**config.mk**
```make
export PLATFORM = sky130hd
export DESIGN_NAME = uart_tx_drain_flat
export DESIGN_NICKNAME = d
export VERILOG_FILES = /design/src/rtl/uart_tx_drain_if.sv /design/src/rtl/uart_tx_drain.sv /design/src/flat_wrapper.sv
export SDC_FILE = /design/constraint.sdc
export NUM_CORES = 1
export LEC_CHECK = 0
export CORE_ASPECT_RATIO = 1.2
export CORE_MARGIN = 1.5
export CORE_UTILIZATION = 36
export DETAILED_ROUTE_END_ITERATION = 8
export SYNTH_ARGS = -nofsm -noshare
export SYNTH_HDL_FRONTEND = slang
export SYNTH_SLANG_ARGS = --single-unit
```
**constraint.sdc**
```tcl
create_clock -name clk -period 2 [get_ports clk]
set_input_delay 0.4 -clock clk [delete_from_list [all_inputs] [get_ports clk]]
set_output_delay 0.4 -clock clk [all_outputs]
set_load 0.03 [all_outputs]
```
**src/rtl/uart_tx_drain_if.sv**
```systemverilog
// FIFO-side handshake for the UART drain: empty flag and registered data from the
// FIFO, pop request back to it.
interface uart_tx_drain_if;
    logic       empty;
    logic [7:0] data_in;
    logic       pop;

    modport master (
        input  empty,
        input  data_in,
        output pop
    );

    modport slave (
        output empty,
        output data_in,
        input  pop
    );
endinterface

```
**src/rtl/uart_tx_drain.sv**
```systemverilog
// 8N1 UART transmitter that pops bytes from an upstream FIFO whenever it is non-empty.
// All outputs are registered and decoded from the next state so they align with it.
module uart_tx_drain #(
    parameter int CLKS_PER_BIT = 104
) (
    input  logic                   clk,
    input  logic                   reset,
    uart_tx_drain_if.master        fifo,
    output logic                   tx,
    output logic                   busy
);

    typedef enum logic [2:0] {
        S_IDLE  = 3'd0,
        S_FETCH = 3'd1,
        S_LOAD  = 3'd2,
        S_START = 3'd3,
        S_DATA  = 3'd4,
        S_STOP  = 3'd5
    } state_t;

    localparam logic [15:0] BAUD_LAST = 16'(CLKS_PER_BIT - 1);

    state_t      r_state;
    state_t      w_state_next;
    logic [15:0] r_baud;
    logic [15:0] w_baud_next;
    logic [2:0]  r_bit;
    logic [2:0]  w_bit_next;
    logic [7:0]  r_shift;
    logic [7:0]  w_shift_next;
    logic        w_baud_end;
    logic        w_timed;
    logic        r_tx;
    logic        r_pop;
    logic        r_busy;
    logic        w_tx_next;
    logic        w_pop_next;
    logic        w_busy_next;

    assign w_baud_end = (r_baud == BAUD_LAST);
    assign w_timed    = (r_state == S_START) || (r_state == S_DATA) || (r_state == S_STOP);

    // State register plus the datapath registers that move with it.
    always_ff @(posedge clk) begin
        if (reset) begin
            r_state <= S_IDLE;
            r_baud  <= 16'd0;
            r_bit   <= 3'd0;
            r_shift <= 8'd0;
            r_tx    <= 1'b1;
            r_pop   <= 1'b0;
            r_busy  <= 1'b0;
        end else begin
            r_state <= w_state_next;
            r_baud  <= w_baud_next;
            r_bit   <= w_bit_next;
            r_shift <= w_shift_next;
            r_tx    <= w_tx_next;
            r_pop   <= w_pop_next;
            r_busy  <= w_busy_next;
        end
    end

    // Next-state and counter logic; empty is only looked at while idle.
    always_comb begin
        w_state_next = r_state;
        w_shift_next = r_shift;
        w_bit_next   = r_bit;
        case (r_state)
            S_IDLE: begin
                if (!fifo.empty) begin
                    w_state_next = S_FETCH;
                end
            end
            S_FETCH: begin
                w_state_next = S_LOAD;
            end
            S_LOAD: begin
                w_state_next = S_START;
                w_shift_next = fifo.data_in;
            end
            S_START: begin
                if (w_baud_end) begin
                    w_state_next = S_DATA;
                end
            end
            S_DATA: begin
                if (w_baud_end) begin
                    if (r_bit == 3'd7) begin
                        w_state_next = S_STOP;
                    end else begin
                        w_shift_next = {1'b0, r_shift[7:1]};
                        w_bit_next   = r_bit + 3'd1;
                    end
                end
            end
            S_STOP: begin
                if (w_baud_end) begin
                    w_state_next = S_IDLE;
                end
            end
            default: begin
                w_state_next = S_IDLE;
            end
        endcase

        if (w_state_next != S_DATA) begin
            w_bit_next = 3'd0;
        end

        if ((w_state_next != r_state) || !w_timed || w_baud_end) begin
            w_baud_next = 16'd0;
        end else begin
            w_baud_next = r_baud + 16'd1;
        end
    end

    // Output decode from the upcoming state so the registered outputs track it exactly.
    always_comb begin
        w_pop_next  = (w_state_next == S_FETCH);
        w_busy_next = (w_state_next != S_IDLE);
        w_tx_next   = 1'b1;
        if (w_state_next == S_START) begin
            w_tx_next = 1'b0;
        end else if (w_state_next == S_DATA) begin
            w_tx_next = w_shift_next[0];
        end
    end

    assign tx       = r_tx;
    assign busy     = r_busy;
    assign fifo.pop = r_pop;

endmodule
```
**src/flat_wrapper.sv**
```systemverilog
// flat-port wrapper written by rule: the top's interface ports become plain ports
module uart_tx_drain_flat 
#(
    parameter int CLKS_PER_BIT = 104
)
  (clk, reset, tx, busy, fifo_empty, fifo_data_in, fifo_pop);
  uart_tx_drain_if fifo_i ();
  input  logic clk;
  input  logic reset;
  output logic tx;
  output logic busy;
  input wire logic [$bits(fifo_i.empty)-1:0] fifo_empty;
  input wire logic [$bits(fifo_i.data_in)-1:0] fifo_data_in;
  output wire logic [$bits(fifo_i.pop)-1:0] fifo_pop;
  assign fifo_i.empty = fifo_empty;
  assign fifo_i.data_in = fifo_data_in;
  assign fifo_pop = fifo_i.pop;
  uart_tx_drain #(.CLKS_PER_BIT(CLKS_PER_BIT)) u_core (.clk(clk), .reset(reset), .fifo(fifo_i), .tx(tx), .busy(busy));
endmodule
```
* Word level (Yosys, flattened, before mapping)
Cells that the tools add are included.
Word-level totals: word-level logic and storage cells 48, bits in registers 33, output and inout port bits 3, input bits 11
Cells by class: reductions and logical operators 12, add/sub/neg operators 2, eq/ne operators 14, mux-type cells 11, bitwise logic cells 1
Operators by type and width (number):
- one-hot mux 3 bit (6 select lines) | 1
- adder 16 x 1 -> 16 bit (second input constant) | 1
- equality test 16 x 7 -> 1 bit (second input constant) | 1
- two-way mux 8 bit | 2
- one-hot mux 8 bit (2 select lines) | 1
- two-way mux 3 bit | 5
- equality test 3 bit (second input constant) | 4
- equality test 3 x 2 -> 1 bit (second input constant) | 3
- equality test 3 x 1 -> 1 bit (second input constant) | 2
- AND reduction 3 bit | 2
- logical OR 1 bit | 4
- OR reduction 2 bit | 2
- adder 3 x 1 -> 3 bit (second input constant) | 1
- zero test 3 bit | 1
- inequality test 3 bit | 1
- inequality test 3 bit (second input constant) | 1
- nonzero test 3 bit | 1
- two-way mux 1 bit | 2
- inequality test 2 x 1 -> 1 bit (second input constant) | 1
- inequality test 2 bit (second input constant) | 1
- nonzero test 2 bit | 1
- zero test 1 bit | 1
- inverter 1 bit | 1

* Depth between registers and ports, before layout
Gate-level depths: netlist (run 1).
word-level depth 8, mapped depth 8

* Worst setup path after synthesis (run 1)
Ideal clock, no wire load.
kind reg2reg, from reg u_core.r_baud[0], to reg u_core.r_baud[11], period minus slack after synthesis 1.761 ns, required time 1.935 ns, setup time 0.065 ns, slack 0.239 ns, arrival time 1.696 ns, cell stages (with the launch flop) 9, path buffers 3, cell sequence dfxtp_1 ha_1 nor4b_1 and4_1 buf_4 or3_1 buf_2 buf_2 nor2_1
Between the ends: cells in the longest elaborated chain, start to end 7, elaborated cells between the ends (all ways) 10
Ends and longest elaborated chain:
- from (decl) | line uart_tx_drain.sv:26 | logic [15:0] r_baud;
- from (signal assigned) | line uart_tx_drain.sv:56 | r_baud <= w_baud_next;
- equality test 16 x 7 -> 1 bit | line uart_tx_drain.sv:41 | assign w_baud_end = (r_baud == BAUD_LAST);
- two-way mux 3 bit (on tied branches) | line uart_tx_drain.sv:99, uart_tx_drain.sv:84, uart_tx_drain.sv:89
- one-hot mux 3 bit (6 select lines) | line uart_tx_drain.sv:70 | case (r_state)
- inequality test 3 bit | line uart_tx_drain.sv:112 | if ((w_state_next != r_state) || !w_timed || w_baud_end) begin
- logical OR 1 bit (2 in series) | line uart_tx_drain.sv:112
- OR reduction 2 bit (no line)
Parallel ways exist; a longest one is shown, timed or not. A chain may end at the register's enable or synchronous reset.

* Worst setup path in the final report (run 1)
from reg u_core.r_baud[0], to reg u_core.r_bit[2]
Between the ends: cells in the longest elaborated chain, start to end 5, elaborated cells between the ends (all ways) 8
Ends and longest elaborated chain:
- equality test 16 x 7 -> 1 bit (*) | line uart_tx_drain.sv:41
- two-way mux 3 bit (on tied branches) | line uart_tx_drain.sv:99, uart_tx_drain.sv:84, uart_tx_drain.sv:89
- one-hot mux 3 bit (6 select lines) | line uart_tx_drain.sv:70
- inequality test 3 bit | line uart_tx_drain.sv:108 | if (w_state_next != S_DATA) begin
- OR reduction 2 bit (no line)
- to (signal assigned) | line uart_tx_drain.sv:57 | r_bit <= w_bit_next;
- to (decl) | line uart_tx_drain.sv:28 | logic [2:0] r_bit;
Mark *: on every way between the ends. The rest lies on a longest branch, timed or not.

==> reports/qor.txt, run 1 <==
Run status - finished clean
Clock transition at path regs - 0.06 ns
Chip Width - 61.9 um
Setup violators final - 0
Post-synthesis compound-gate area fraction - 13.9%
Mux contribution to synthesized area - 2.09%
Mapped Area - 0.00150 mm2
Dpl hpwl - 2.03 mm
Post-Synth Simple-Gate Area - 24.7%
Post-CTS Resized - 0
Detailed Route Iter0 Violations - 56
DRC viols - 0
Sequential cell area fraction in the yosys report - 44.0%
Synth cell count leaders - dfxtp_1, nor2_1, a21oi_1, nand2_1, xnor2_1
Mapped Cells - 165
Setup repair bufs after CTS - 0
Crit. End Element - register
Worst EP required - 2.16 ns
Peak Freq - 540 MHz
Synthesis warning total - 0
Power Density - 716 mW/mm2
Synth Area in XOR/XNOR - 7.59%
Fin crit share - 92.6%
Yosys top cell area share - 44.0%
Largest net degree at the start of global routing - 17
Initial Utilization - 37.8%
First-pass GRT wire length - 4.56 mm
Final GP Congestion - 0.832
Synth Register Bits - 33
RSZ-0062 raised after global routing - false
Leakage power - 0.000590 uW
Syn_nets - 179
Ports - 14
CP Launch Type - register
Final WL - 2.83 mm
Via-to-Cell Ratio - 5.14
Period minus WS final - 1.85 ns
Worst VDD drop - 329 uV
Clk sink count - 33
ANT cells - 0
Antenna violations before repair - 0
Finished Cell Area - 0.00180 mm2
Skew final - 0.00265 ns
Vias in the first global route - 1155
EDFF count, synth - 0
Clock Path Buffers - 2
Row count - 25
Via count - 1234
H-Tree Depth - 2
Clk Latency, worst-skew pair - 0.28 ns
Placed instance area - 0.00170 mm2
Wire per inst - 11.8 um
Final hold vios - 0
Mean Syn Cell Area - 9.09 um2
First-pass iteration count of the detailed router - 4
Num CTS Buffers - 5
Net count, final - 200
Max Slew Vio Count - 0
Full die area - 0.00457 mm2
CORE AREA - 0.00397 mm2
Worst Max-Slew Pin Slew - 0.601 ns
Relative slew slack - 59.5%
Largest family of logic cells by synthesized area - simple AND/OR/NAND/NOR gates
Root Driver - clkbuf_8
Leading cell type by number of instances after synthesis - dfxtp_1
GRT Total Usage - 13.8%
Hold Path Class - register to register
Synth area leaders - dfxtp_1, nor2_1, xnor2_1, a21oi_1, a22oi_1
Max-Cap Viols - 0
Setup TNS - 0 ns
Ys flop type - dfxtp_1
Post-DRT Antenna Nets - 0
Peak fanout along the critical path - 8
CTS tree - yes
Total gr overflow - 0
Post-synthesis adder-cell area fraction - 2.50%
Synth unique cells - 40
Area Overhead vs Synth - 20.1%
Layout cell share with drive strength beyond 1 - 12.4%
CP Class - register to register
Crit path DAT - 2.01 ns
Area leader, netlist - dfxtp_1
Port bufs - 13
Hold Buf Count CTS - 0
Async SR Flop Fraction - 0%
Chip Height - 73.7 um
-- worst max-delay path, stage by stage, from the launching register on --
cell and delay [ns]:
dfxtp_1 0.37, ha_1 0.22, nor4b_1 0.25, and4_4 0.32
and4_4 0.30, mux2i_1 0.21, nor2_1 0.05
-- through the flow --
stage	worst slack, ns	power [uW]	util (%)	std cells	hold slack (ns)
2_1_floorplan	0.239	763	-	165	0.430
3_3_place_gp	0.153	810	42.9	232	0.441
3_5_place_dp	0.0417	813	42.9	232	0.446
4_1_cts	0.0265	1310	45.0	239	0.455
5_1_grt	0.0181	1350	45.4	240	0.477
6_report	0.149	1290	45.4	240	0.457
-- placed cells by master, fill, tap and decap left out, types with 2 or more instances in the layout --
cell type,synthesis,final
nor3_1,2,2
nand3b_1,2,2
nand3_1,6,6
mux2i_1,2,2
clkdlybuf4s50_1,0,13
nor3b_1,2,2
and4_4,1,2
inv_1,6,6
dfxtp_1,33,33
ha_1,3,3
o21ai_0,3,3
or3_1,4,4
and3_1,3,3
clkbuf_8,0,6
nor2_1,23,23
xnor2_1,9,9
buf_4,1,8
nand2_1,11,11
xor2_1,4,4
a21oi_1,12,12
nor4_1,3,3
nand4_1,3,3
a22oi_1,6,6
and2_1,3,3
a32oi_1,2,2
-- final cells by class --
cell class / count / area [um2]
fill: 402 / 2170
multi-input combinational: 119 / 774
sequential: 33 / 661
timing repair buffer: 21 / 190
clock buffer: 7 / 86.3
tap: 54 / 67.6
inverter: 6 / 22.5
-- worst paths after layout --
check,slack [ns],start,cells after the start,endpoint
max,0.15,u_core.r_baud[0],6,u_core.r_bit[2]
min,0.46,u_core.r_shift[3],2,u_core.r_shift[3]
max reg2reg,0.15,u_core.r_baud[0],6,u_core.r_bit[2]
min reg2reg,0.46,u_core.r_shift[3],2,u_core.r_shift[3]
-- flip-flops by register name, summed over array words and instances (netlist names) --
signal / cells
u_core.r_bit: 3
u_core.busy: 1
u_core.tx: 1
u_core.r_baud: 16
u_core.r_shift: 8
u_core.r_state: 3
u_core.fifo.pop: 1
-- report_power, final --
group / internal [uW] / switching (uW)
registers: 675 / 13.4
logic: 57.1 / 52.7
clock network: 272 / 220
-- per-layer routing --
| metal | vias to the layer above | routed length (um) | share of wire (%) | GRT usage (%) |
|---|---|---|---|---|
| met5 | - | 0 | 0 | 0 |
| met4 | 0 | 68 | 2.4 | 8.27 |
| met3 | 5 | 100 | 3.5 | 5.81 |
| met2 | 16 | 1380 | 49 | 22.1 |
| met1 | 589 | 1280 | 45 | 14.7 |
| li1 | 624 | - | - | - |
-- cell families (layout without fill, tap and decap cells) --
family          after synthesis  count (layout)
simple gates                 70              71
flops                        33              33
mux                           3               3
xor+xnor                     13              13
compound gates               29              29
buf+inv                      14              34
fa+ha+maj                     3               3
Note: power is estimated with default switching activity, not from simulation.
==> run 2, diff against run 1 <==
--- a/config.mk
+++ b/config.mk
@@ -7,8 +7,10 @@
 export LEC_CHECK = 0
 export CORE_ASPECT_RATIO = 1.2
 export CORE_MARGIN = 1.5
-export CORE_UTILIZATION = 36
+export CORE_UTILIZATION = 55
 export DETAILED_ROUTE_END_ITERATION = 8
+export PLACE_DENSITY = 0.77
+export SLEW_MARGIN = 20
 export SYNTH_ARGS = -nofsm -noshare
 export SYNTH_HDL_FRONTEND = slang
 export SYNTH_SLANG_ARGS = --single-unit
==> run 2 against run 1 <==
Net effect: first-iteration DRC count decreased by 43%; count of clock-buffer cells in the layout increased by 1; core utilization increased by 22 points; setup slack improved by 0.0057 ns; fmax increased by 0.31%; final cell count decreased by 9.6%; routed wire length increased by 0.64%; sequential power about the same; cell area decreased by 4.3%; power decreased by 12%; clock skew increased by 0.0032 ns.
==> reports/qor.txt, run 2 (synthesis gave the netlist of run 1 again) <==
Run status - finished clean (unchanged)
Num CTS Buffers - 5 (unchanged)
Via count - 1256 (was 1234)
Peak fanout along the critical path - 11 (was 8)
Detailed Route Iter0 Violations - 32 (was 56)
Vias in the first global route - 1242 (was 1155)
Ports - 14 (unchanged)
FF-to-FF setup slack - 0.15 ns (about the same)
First-pass GRT wire length - 4.98 mm (was 4.56 mm)
Setup TNS - 0 ns (unchanged)
Clk Latency, worst-skew pair - 0.32 ns (was 0.28 ns)
Pre-CTS WS - 0.0465 ns (was 0.0417 ns)
CORE AREA - 0.00255 mm2 (was 0.00397 mm2)
Row count - 20 (was 25)
Final hold vios - 0 (unchanged)
DRC viols - 0 (unchanged)
H-Tree Depth - 2 (unchanged)
Reg-to-reg critical path endpoint - u_core.r_bit[1] (was u_core.r_bit[2])
Chip Height - 60.2 um (was 73.7 um)
Commonest cells after routing, fill and taps aside - dfxtp_1, nor2_1, clkdlybuf4s50_1, a21oi_1, nand2_1 (unchanged)
Commonest non-fill, non-tap cell in the layout - dfxtp_1 (unchanged)
Layout cell share with drive strength beyond 1 - 11.4% (was 12.4%)
Antenna violations before repair - 0 (unchanged)
Final WL - 2.85 mm (was 2.83 mm)
Final GP Congestion - 0.830 (was 0.832)
Most flops, register - u_core.r_baud (unchanged)
Peak Freq - 542 MHz (was 540 MHz)
Initial Utilization - 58.8% (was 37.8%)
Setup violators final - 0 (unchanged)
Hold Buf Count CTS - 0 (unchanged)
Relative slew slack - 58.2% (was 59.5%)
P_sw - 266 uW (was 286 uW)
Combinational share of power - 9.2% (was 8.5%)
CTS tree - yes (unchanged)
Post-DRT Antenna Nets - 0 (unchanged)
Root Driver - clkbuf_4 (was clkbuf_8)
Hold Path Class - register to register (unchanged)
Fin crit share - 92.3% (was 92.6%)
CP Launch Type - register (unchanged)
Critical Path End - u_core.r_bit[1] (was u_core.r_bit[2])
Area Overhead vs Synth - 14.9% (was 20.1%)
Largest net degree at the start of global routing - 17 (unchanged)
Clk sink count - 33 (unchanged)
Design internal power - 869 uW (was 1010 uW)
ANT cells - 0 (unchanged)
Full die area - 0.00305 mm2 (was 0.00457 mm2)
Sequential power share - 60.8% (was 53.4%)
CP Class - register to register (unchanged)
Via-to-Cell Ratio - 5.79 (was 5.14)
First-pass iteration count of the detailed router - 5 (was 4)
Total gr overflow - 0 (unchanged)
Max-Cap Viols - 0 (unchanged)
Reg2Reg Launch Point - u_core.r_baud[10] (was u_core.r_baud[0])
RSZ-0062 raised after global routing - false (unchanged)
Fillers - 210 (was 402)
Max Slew Vio Count - 0 (unchanged)
Leakage power - 0.000564 uW (was 0.000590 uW)
Period minus WS final - 1.85 ns (about the same)
Worst VDD drop - 451 uV (was 329 uV)
Skew final - 0.00584 ns (was 0.00265 ns)
Worst setup margin - 0.154 ns (was 0.149 ns)
Top flop regs - u_core.r_baud x16, u_core.r_shift x8 (unchanged)
Port bufs - 13 (unchanged)
Wire per inst - 13.1 um (was 11.8 um)
Net count, final - 197 (was 200)
Chip Width - 50.7 um (was 61.9 um)
Crit. End Element - register (unchanged)
Crit path DAT - 2.06 ns (was 2.01 ns)
Max reg flops - 16 (unchanged)
GRT Total Usage - 21.9% (was 13.8%)
CP startpoint - u_core.r_baud[10] (was u_core.r_baud[0])
Clock transition at path regs - 0.09 ns (was 0.06 ns)
Switching share of power - 23.4% (was 22.1%)
Worst Max-Slew Pin Slew - 0.622 ns (was 0.601 ns)
Clock Power Share - 30.0% (was 38.1%)
Worst EP required - 2.21 ns (was 2.16 ns)
Clock Path Buffers - 2 (unchanged)
Power Density - 658 mW/mm2 (was 716 mW/mm2)
Dpl hpwl - 2.09 mm (was 2.03 mm)
R2R depth - 5 (was 6)
-- run 2: cell types whose count changed in the layout (fill, tap and decap cells not counted) --
cell	change
nor4b_2	+1
and4_2	-1
nor4b_1	-1
buf_4	-2
clkbuf_8	-6
or3_4	+1
clkbuf_4	+5
clkbuf_1	+2
or3_1	-1
-- run 2: critical path: stages, from the launching register on --
cell     delay, ns
dfxtp_1       0.35
nor4_1        0.43
and4_4        0.35
and4_4        0.33
mux2i_1       0.21
nor2_1        0.06
-- run 2: layout make-up --
class	count	area [um2]	share of cell area, %
timing repair buffer	19	175	10.2
tap	33	41.3	2.39
clock buffer	8	48.8	2.83
inverter	6	22.5	1.31
multi-input combinational	118	776	45.0
sequential	33	661	38.3
-- run 2: power by group through the flow --
stage / clock network [uW] / registers [uW] / logic [uW]
floorplan: 0 / 706 / 57.0
global placement: 0 / 705 / 100
detailed placement: 0 / 706 / 104
CTS: 352 / 690 / 104
global route: 387 / 694 / 115
finish: 340 / 691 / 104
-- run 2: worst min path at each step --
stage	from	endpoint	slack, ns	cells after the start
floorplan	u_core.r_baud[0]	u_core.r_baud[0]	0.43	1
global placement	u_core.r_baud[0]	u_core.r_baud[0]	0.44	1
detailed placement	u_core.r_shift[2]	u_core.r_shift[2]	0.45	2
CTS	u_core.r_shift[2]	u_core.r_shift[2]	0.46	2
global route	u_core.r_shift[3]	u_core.r_shift[3]	0.50	2
finish	u_core.r_shift[2]	u_core.r_shift[2]	0.46	2
-- run 2: layer usage --
metal	GRT usage [%]	up-vias	wire (um)
met5	0	-	0
met4	14.3	0	87
met1	22.2	597	1150
met3	6.25	11	130
li1	-	617	-
met2	39.3	31	1480
-- run 2: per-stage QoR --
| step | area [um2] | power, uW | cells | utilization, % | hold slack (ns) |
|---|---|---|---|---|---|
| CTS | 1710 | 1150 | 217 | 67.0 | 0.465 |
| global placement | 1660 | 805 | 209 | 65.1 | 0.443 |
| detailed placement | 1660 | 810 | 209 | 65.1 | 0.451 |
| finish | 1720 | 1140 | 217 | 67.5 | 0.461 |
| floorplan | 1500 | 763 | 165 | - | 0.430 |
| global route | 1720 | 1200 | 217 | 67.5 | 0.496 |
-- run 2: what timing repair did --
| item | 4_1_cts | 5_1_grt |
|---|---|---|
| setup buffers | 0 | 0 |
| endpoints found under the setup margin | 0 | 30 |
| endpoints found under the hold margin | 0 | 0 |
| gates resized for setup | 0 | 4 |
